**config.mk**
```make
export PLATFORM = sky130hd
export DESIGN_NAME = muldiv_unit
export DESIGN_NICKNAME = d
export VERILOG_FILES = /design/src/rtl/muldiv_unit.sv
export SDC_FILE = /design/constraint.sdc
export NUM_CORES = 1
export LEC_CHECK = 0
export ABC_AREA = 0
export CAP_MARGIN = 20
export CORE_UTILIZATION = 51
export CTS_CLUSTER_SIZE = 25
export DETAILED_ROUTE_END_ITERATION = 10
export GPL_ROUTABILITY_DRIVEN = 0
export PLACE_DENSITY = 0.82
export SYNTH_ARGS = -nofsm -noshare
export SYNTH_HDL_FRONTEND = slang
export SYNTH_SLANG_ARGS = --single-unit
```
**constraint.sdc**
```tcl
create_clock -name clock -period 3.5 [get_ports clock]
set_clock_uncertainty 0.2 [all_clocks]
set_input_delay 0.7 -clock clock [delete_from_list [all_inputs] [get_ports clock]]
set_output_delay 0.7 -clock clock [all_outputs]
set_load 0.05 [all_outputs]
```
**src/rtl/muldiv_unit.sv**
```systemverilog
// Iterative multiply/divide unit with HI/LO result registers.
// Handles MULT, MULTU, DIV and DIVU. Each operation takes one latch cycle,
// WIDTH iterations of an unsigned shift-add / restoring-divide core, and
// one fixup cycle that applies the sign and writes HI/LO.
module muldiv_unit #(
    parameter int WIDTH = 32
) (
    input  logic             clock,
    input  logic             reset,
    input  logic             start,
    input  logic [1:0]       op,
    input  logic [WIDTH-1:0] a,
    input  logic [WIDTH-1:0] b,
    input  logic             hi_we,
    input  logic             lo_we,
    input  logic [WIDTH-1:0] wdata,
    output logic             busy,
    output logic             done,
    output logic             div_by_zero,
    output logic [WIDTH-1:0] hi,
    output logic [WIDTH-1:0] lo
);

    localparam int CW = (WIDTH > 1) ? $clog2(WIDTH) : 1;
    localparam logic [CW-1:0] CNT_LAST = CW'(WIDTH - 1);
    localparam logic [CW-1:0] CNT_ONE  = CW'(1);

    typedef enum logic [1:0] {
        ST_IDLE = 2'd0,
        ST_RUN  = 2'd1,
        ST_FIX  = 2'd2
    } state_t;

    // Two's-complement negation at operand width.
    function automatic logic [WIDTH-1:0] neg_w(input logic [WIDTH-1:0] v);
        return ~v + {{(WIDTH-1){1'b0}}, 1'b1};
    endfunction

    // Two's-complement negation of a full double-width product.
    function automatic logic [2*WIDTH-1:0] neg_2w(input logic [2*WIDTH-1:0] v);
        return ~v + {{(2*WIDTH-1){1'b0}}, 1'b1};
    endfunction

    state_t           state_r;
    logic [CW-1:0]    cnt_r;
    logic             is_div_r;
    logic             neg_res_r;   // product / quotient must be negated
    logic             neg_rem_r;   // remainder must be negated (dividend sign)
    logic             dbz_r;
    logic [WIDTH-1:0] opb_r;       // multiplicand or divisor magnitude
    logic [WIDTH-1:0] acc_hi_r;    // partial product high / partial remainder
    logic [WIDTH-1:0] acc_lo_r;    // multiplier bits / dividend bits -> quotient
    logic [WIDTH-1:0] orig_a_r;    // raw dividend, returned in HI on divide by zero

    logic             a_neg_s;
    logic             b_neg_s;
    logic [WIDTH-1:0] a_mag_s;
    logic [WIDTH-1:0] b_mag_s;
    logic [WIDTH:0]   mul_add_s;
    logic [WIDTH:0]   mul_sum_s;
    logic [WIDTH:0]   div_shift_s;
    logic [WIDTH:0]   div_diff_s;
    logic [WIDTH-1:0] step_hi_s;
    logic [WIDTH-1:0] step_lo_s;
    logic [2*WIDTH-1:0] prod_s;
    logic [WIDTH-1:0] fix_hi_s;
    logic [WIDTH-1:0] fix_lo_s;

    // Operand sign detection and magnitude extraction for the launch edge.
    always_comb begin
        a_neg_s = ~op[0] & a[WIDTH-1];
        b_neg_s = ~op[0] & b[WIDTH-1];
        if (a_neg_s) begin
            a_mag_s = neg_w(a);
        end else begin
            a_mag_s = a;
        end
        if (b_neg_s) begin
            b_mag_s = neg_w(b);
        end else begin
            b_mag_s = b;
        end
    end

    // One iteration of the unsigned core, plus the sign fixup of the final result.
    always_comb begin
        mul_add_s   = {(WIDTH+1){1'b0}};
        mul_sum_s   = {(WIDTH+1){1'b0}};
        div_shift_s = {acc_hi_r, acc_lo_r[WIDTH-1]};
        div_diff_s  = div_shift_s - {1'b0, opb_r};
        step_hi_s   = acc_hi_r;
        step_lo_s   = acc_lo_r;
        prod_s      = {acc_hi_r, acc_lo_r};
        fix_hi_s    = acc_hi_r;
        fix_lo_s    = acc_lo_r;

        if (is_div_r) begin
            // Restoring divide: keep the subtraction only when it did not borrow.
            if (!div_diff_s[WIDTH]) begin
                step_hi_s = div_diff_s[WIDTH-1:0];
                step_lo_s = {acc_lo_r[WIDTH-2:0], 1'b1};
            end else begin
                step_hi_s = div_shift_s[WIDTH-1:0];
                step_lo_s = {acc_lo_r[WIDTH-2:0], 1'b0};
            end
        end else begin
            // Shift-add multiply: conditional add, then shift the pair right.
            if (acc_lo_r[0]) begin
                mul_add_s = {1'b0, opb_r};
            end else begin
                mul_add_s = {(WIDTH+1){1'b0}};
            end
            mul_sum_s = {1'b0, acc_hi_r} + mul_add_s;
            step_hi_s = mul_sum_s[WIDTH:1];
            step_lo_s = {mul_sum_s[0], acc_lo_r[WIDTH-1:1]};
        end

        if (is_div_r) begin
            if (dbz_r) begin
                // Divide by zero bypasses the sign fixup entirely.
                fix_lo_s = {WIDTH{1'b1}};
                fix_hi_s = orig_a_r;
            end else begin
                if (neg_res_r) begin
                    fix_lo_s = neg_w(acc_lo_r);
                end else begin
                    fix_lo_s = acc_lo_r;
                end
                if (neg_rem_r) begin
                    fix_hi_s = neg_w(acc_hi_r);
                end else begin
                    fix_hi_s = acc_hi_r;
                end
            end
        end else begin
            if (neg_res_r) begin
                prod_s = neg_2w({acc_hi_r, acc_lo_r});
            end else begin
                prod_s = {acc_hi_r, acc_lo_r};
            end
            fix_hi_s = prod_s[2*WIDTH-1:WIDTH];
            fix_lo_s = prod_s[WIDTH-1:0];
        end
    end

    // Control FSM with registered outputs and the HI/LO result registers.
    always_ff @(posedge clock) begin
        if (reset) begin
            state_r     <= ST_IDLE;
            cnt_r       <= {CW{1'b0}};
            is_div_r    <= 1'b0;
            neg_res_r   <= 1'b0;
            neg_rem_r   <= 1'b0;
            dbz_r       <= 1'b0;
            opb_r       <= {WIDTH{1'b0}};
            acc_hi_r    <= {WIDTH{1'b0}};
            acc_lo_r    <= {WIDTH{1'b0}};
            orig_a_r    <= {WIDTH{1'b0}};
            busy        <= 1'b0;
            done        <= 1'b0;
            div_by_zero <= 1'b0;
            hi          <= {WIDTH{1'b0}};
            lo          <= {WIDTH{1'b0}};
        end else begin
            done        <= 1'b0;
            div_by_zero <= 1'b0;
            case (state_r)
                ST_IDLE: begin
                    if (hi_we) begin
                        hi <= wdata;
                    end
                    if (lo_we) begin
                        lo <= wdata;
                    end
                    if (start) begin
                        is_div_r  <= op[1];
                        neg_res_r <= a_neg_s ^ b_neg_s;
                        neg_rem_r <= a_neg_s;
                        dbz_r     <= op[1] & (b == {WIDTH{1'b0}});
                        opb_r     <= b_mag_s;
                        acc_hi_r  <= {WIDTH{1'b0}};
                        acc_lo_r  <= a_mag_s;
                        orig_a_r  <= a;
                        cnt_r     <= {CW{1'b0}};
                        busy      <= 1'b1;
                        state_r   <= ST_RUN;
                    end
                end
                ST_RUN: begin
                    acc_hi_r <= step_hi_s;
                    acc_lo_r <= step_lo_s;
                    cnt_r    <= cnt_r + CNT_ONE;
                    if (cnt_r == CNT_LAST) begin
                        state_r <= ST_FIX;
                    end
                end
                ST_FIX: begin
                    hi          <= fix_hi_s;
                    lo          <= fix_lo_s;
                    done        <= 1'b1;
                    div_by_zero <= dbz_r;
                    busy        <= 1'b0;
                    state_r     <= ST_IDLE;
                end
                default: begin
                    busy    <= 1'b0;
                    state_r <= ST_IDLE;
                end
            endcase
        end
    end

endmodule
```
* After elaboration in Yosys (flattened, before gate mapping)
Index checks and enable logic that the tools add are counted.
** Operators by class
- Bitwise logic cells :: 12
- Equality and inequality tests :: 7
- Muxes and demuxes :: 31
- Add/subtract/negate cells :: 8
- Reduce and logical (&&, ||, !) cells :: 11
** Operator list (number)
- $mux 32 :: 16
- $pmux 32 s2 :: 4
- $add 32x1->32 const B :: 4
- $not 32->32 :: 4
- $add 64x1->64 const B :: 1
- $mux 64 :: 1
- $not 64->64 :: 1
- $add 32x33->33 :: 1
- $mux 33 :: 1
- $sub 33x32->33 :: 1
- $logic_not 32->1 :: 1
- $reduce_and 2->1 :: 6
- $pmux 5 s2 :: 1
- $ne 2x2->1 const B :: 4
- $add 5x1->5 const B :: 1
- $eq 5x5->1 const B :: 1
- $mux 5 :: 1
- $mux 2 :: 2
- $pmux 2 s2 :: 1
- $reduce_bool 2->1 :: 2
- $and 1x1->1 :: 3
- $mux 1 :: 3
- $not 1->1 :: 3
- $eq 2x1->1 const B :: 1
- 5 further kinds :: 5
** Storage, ports and cells
- Flip-flop bits (word level) :: 206
- Bits of input ports :: 103
- Logic and storage cells :: 84
- Output and inout bits :: 67

* Logic depth before layout (Yosys ltp)
- Word-level depth :: 6
- Gate-level depth with buffers :: 14
- Depth with buffers taken out :: 13

* Least setup slack after synthesis
OpenSTA, ideal clock, no wires.
- Kind :: reg2reg
- Start point :: reg opb_r[21]
- End point :: reg acc_hi_r[29]
- Path slack :: -0.064 ns
- Stages on the path, launching flop included :: 14
- Buffers on the path :: 3
- Period minus slack after synthesis :: 3.564 ns
- Data arrival time :: 3.235 ns
- Setup time :: 0.129 ns
- Required time :: 3.171 ns
- Cells stage by stage :: dfxtp_1 > inv_1 > ha_1 > clkbuf_1 > a211oi_1 > o211ai_1 > a41o_1 > a2111oi_0 > a21boi_0 > xnor2_1 > clkbuf_1 > buf_2 > mux2i_1 > o21ai_0
** On the way
- Longest elaborated chain between the ends :: 5
- Elaborated cells between the ends (all ways) :: 7
- Classes of those cells :: add/sub: 2; mux: 5
** RTL lines
- from (decl) :: RTL line 50 : logic [WIDTH-1:0] opb_r;
- from (signal assigned) :: RTL line 155 : opb_r <= {WIDTH{1'b0}};
- from (signal assigned) :: RTL line 180 : opb_r <= b_mag_s;
- $mux 32 :: RTL line 108 : if (acc_lo_r[0]) begin
- $mux 33 :: RTL line 97 : if (is_div_r) begin
- $add 32x33->33 :: RTL line 113 : mul_sum_s = {1'b0, acc_hi_r} + mul_add_s;
- $mux 32 (*) :: RTL line 97
- $pmux 32 s2 (*) :: RTL line 167 : case (state_r)
- to (signal assigned) :: RTL line 156 : acc_hi_r <= {WIDTH{1'b0}};
- to (signal assigned) :: RTL line 181 : acc_hi_r <= {WIDTH{1'b0}};
- to (signal assigned) :: RTL line 190 : acc_hi_r <= step_hi_s;
- to (decl) :: RTL line 51 : logic [WIDTH-1:0] acc_hi_r;
Every way passes the cells marked *; elsewhere a longest branch is shown, timed or not. The select of a mux whose other input is x is not followed.
A chain may end at the register's enable or synchronous reset.

* Worst setup path in the final report
- Start point :: reg acc_lo_r[0]
- End point :: reg acc_hi_r[29]
** On the way
- Longest elaborated chain between the ends :: 5
** RTL lines
- from (decl) :: RTL line 52 : logic [WIDTH-1:0] acc_lo_r;
- from (signal assigned) :: RTL line 157 : acc_lo_r <= {WIDTH{1'b0}};
- from (signal assigned) :: RTL line 182 : acc_lo_r <= a_mag_s;
- from (signal assigned) :: RTL line 191 : acc_lo_r <= step_lo_s;
- $mux 32 :: RTL line 108
- $mux 33 :: RTL line 97
- $add 32x33->33 :: RTL line 113
- $mux 32 :: RTL line 97
- $pmux 32 s2 :: RTL line 167
Every way passes these cells. The select of a mux whose other input is x is not followed.

==> out/metrics.cfg <==
[power_and_ir_drop]
vdd_drop_max_v = 0.0003380
netSwitchingPower_w = 0.002968
p_int_w = 0.005239
power.share.sequential = 0.335
leakage_nw = 7.923
power.total_w = 0.008207
p_clk_frac = 0.329
powerDensity_nw_per_um2 = 409.9
combPwrFrac = 0.336
p_sw_frac = 0.3616

[route]
drc = 0
met1_length_um = 23000
maxUsedRoutingLayer = met5
via_count = 18640
wirelength_um = 60160
met2_wirelength_um = 25860
drt_iter0_markers = 2713
via_per_inst = 6.601
drtPass1Iterations = 9
antenna_left = 0
avgRoutedWirePerCell_um = 21.31
route.met3.wl_um = 7669

[sta]
fin_ws_ns = -0.004033
relSlewSlack = 0.3903
finalCritPeriodShare = 1.001
worstMarginPinSlew_ns = 0.9124
slew_viol_final = 0
setup-violations-final = 1
rsz0062_at_grt = true
hold_violations = 0
period_needed_ns = 3.504
max_freq_mhz = 285.4
holdWs_ns = 0.2168

[setup_path]
required_ns = 3.69
path_max_fanout = 6
cp_common_cell = a21oi_2
end_kind = flop
critical_path_class = reg -> reg
path_delay_family = compound AO/OA/AOI/OAI gates
critPathBufInv = 2
slowest_delay_ns = 0.41
slowest_stage = fa_1
cp-start-kind = flop
worstPathCellList = buf_6, and2_1, ha_4, inv_1, fa_1, nand2b_1, a21oi_2, o21ba_4, o2111ai_2, a21oi_2, a31o_2, xor2_1, a22oi_1, o21ai_1
crit_arrival_ns = 3.70

[global_routing]
antenna_found_initial = 1
grt.overflow.total = 0
grt_max_degree = 175
gr-usage-all-layers = 0.3532
grt_pass1_vias = 17090
grt_pass1_wl_um = 93100

[die]
ios = 170
start_util = 0.5171
die_w_um = 180.9
die_h_um = 180.9
die_area_sq_um = 32710
rows = 65
coreArea_sq_um = 31560

[run_status]
status = finished, violations left
violations = negative setup slack

[final_layout]
synthToLayoutAreaGrowth_pct = 22.70
drive_gt1_frac = 0.1041
antenna_cells = 0
nets = 2582

[synth]
syn_inst = 2238
syn-num-nets = 2413
synth_edf_count = 0
ys.warnings.count = 0
synth.top_cell.area_share = 0.2527
synth_area_sq_um = 16320
yosys-top-cells-area = dfxtp_1, a21oi_1, nand2_1
synth_top_flop_cell = dfxtp_1
synth_cell_types = 79
async_flop_share = 0
syn_area_per_cell_sq_um = 7.291
synth_top_cell_by_area = dfxtp_1
synth-seq-cells = 206
seq_area_frac_synth = 0.2527

[clock_tree]
clk_pin_slew_ns = 0.07
ctsRootBufferMaster = clkbuf_16
cts.path.max_buffers = 3
clock_latency_ns = 0.54
clock-sinks = 206
ctsHtreeMaxLevel = 1
cts_hold_buf = 0
cts_tree = built
cts_buffers = 23

[place]
hpwl_um = 44610
io_buffers = 169

[min_path]
hp-class = in -> reg

[job]
max-cap-violations = 0

## power by group through the flow
| stage | Clock [W] | Combinational, W | Sequential, W |
|---|---|---|---|
| detailed placement | 0 | 0.00261 | 0.00278 |
| floorplan | 0 | 0.00155 | 0.00288 |
| global route | 0.00279 | 0.00293 | 0.00277 |
| finish | 0.00270 | 0.00276 | 0.00275 |
| global placement | 0 | 0.00255 | 0.00277 |
| CTS | 0.00268 | 0.00264 | 0.00273 |
## cell families (layout without fill, tap and decap cells)
kind of cell               Yosys count  after routing  share of synthesized area
AOI/OAI and AO/OA                  713            713                     0.2836
muxes                               65             65                    0.04010
and+or+nand+nor                    754            754                     0.2124
xor gates and xnor gates           178            178                    0.09555
adders and majority gates           72             72                    0.05613
DFF                                206            206                     0.2527
buffers and inverters              250            433                    0.05943
## per-stage QoR
step / TNS, ns / area [sq um] / util / setup WS [ns] / instances
floorplan: 0 / 16320 / - / 0.04224 / 2238
global placement: -0.2248 / 19000 / 0.6020 / -0.1588 / 2778
detailed placement: -1.408 / 19000 / 0.6020 / -0.1610 / 2778
CTS: -0.02462 / 19830 / 0.6284 / -0.02462 / 2817
global route: -0.1867 / 20020 / 0.6345 / -0.08932 / 2823
finish: -0.004033 / 20020 / 0.6345 / -0.004033 / 2823
## layout by cell type (no fill, tap or decap), types with 21 or more instances in the layout
cell type,count
nand2_1,292
a21oi_1,229
nor2_1,211
dfxtp_1,203
clkdlybuf4s50_1,168
buf_4,150
o21ai_0,115
xnor2_1,94
xor2_1,83
ha_1,68
inv_1,65
mux2i_1,62
a211oi_1,57
o211ai_1,56
nor3_1,47
o221ai_1,32
o31ai_1,30
clkbuf_16,24
nand2b_1,23
a21o_1,23
nand3_1,23
a31oi_1,21
## area by class of cell
class / instances / area, sq um
clock buffer: 30 / 663.1
inverter: 68 / 259.0
sequential: 206 / 4133
fill: 2601 / 11530
timing repair inverter: 1 / 5.005
multi-input combinational: 1782 / 11400
tap: 402 / 503.0
timing repair buffer: 325 / 2900
clock inverter: 9 / 160.2
## metal layers
layer,vias to the layer above,track usage
met5,-,0
met4,2,0.1822
met3,311,0.06934
met2,1342,0.5436
met1,8545,0.4673
li1,8436,-
## synthesized netlist by cell type, drive strengths merged (20+ instances only)
master	number
mux2i	62
a21oi	234
nand3	24
xor2	83
a21o	23
inv	67
nand2b	24
xnor2	95
a31oi	22
nor2b	20
o21ai	119
ha	70
dfxtp	206
nand2	292
nor4	23
nor2	213
nor3	48
buf	21
clkbuf	161
o31ai	30
a211oi	59
o211ai	56
o221ai	33
## final timing paths
check / depth (start not counted) / slack (ns) / startpoint / end
setup reg to reg: 14 / -0.004 / acc_lo_r[0] / acc_hi_r[29]
hold / removal: 2 / 0.22 / reset / acc_hi_r[3]
setup / recovery: 14 / -0.004 / acc_lo_r[0] / acc_hi_r[29]
hold reg to reg: 2 / 0.26 / lo[31] / lo[31]
## flip-flops by register name (all words and copies together), names as in the netlist
signal,count
acc_hi_r,32
acc_lo_r,32
busy,1
cnt_r,5
dbz_r,1
div_by_zero,1
done,1
hi,32
is_div_r,1
lo,32
neg_rem_r,1
neg_res_r,1
opb_r,32
orig_a_r,32
state_r,2
## timing repair
action,4_1_cts,5_1_grt
gates cloned,0,1
gates resized for setup,3,35
buffers inserted,0,4
endpoints found under the setup margin,18,43
pin swaps,0,3
Note: power is estimated with default switching activity, not from simulation.
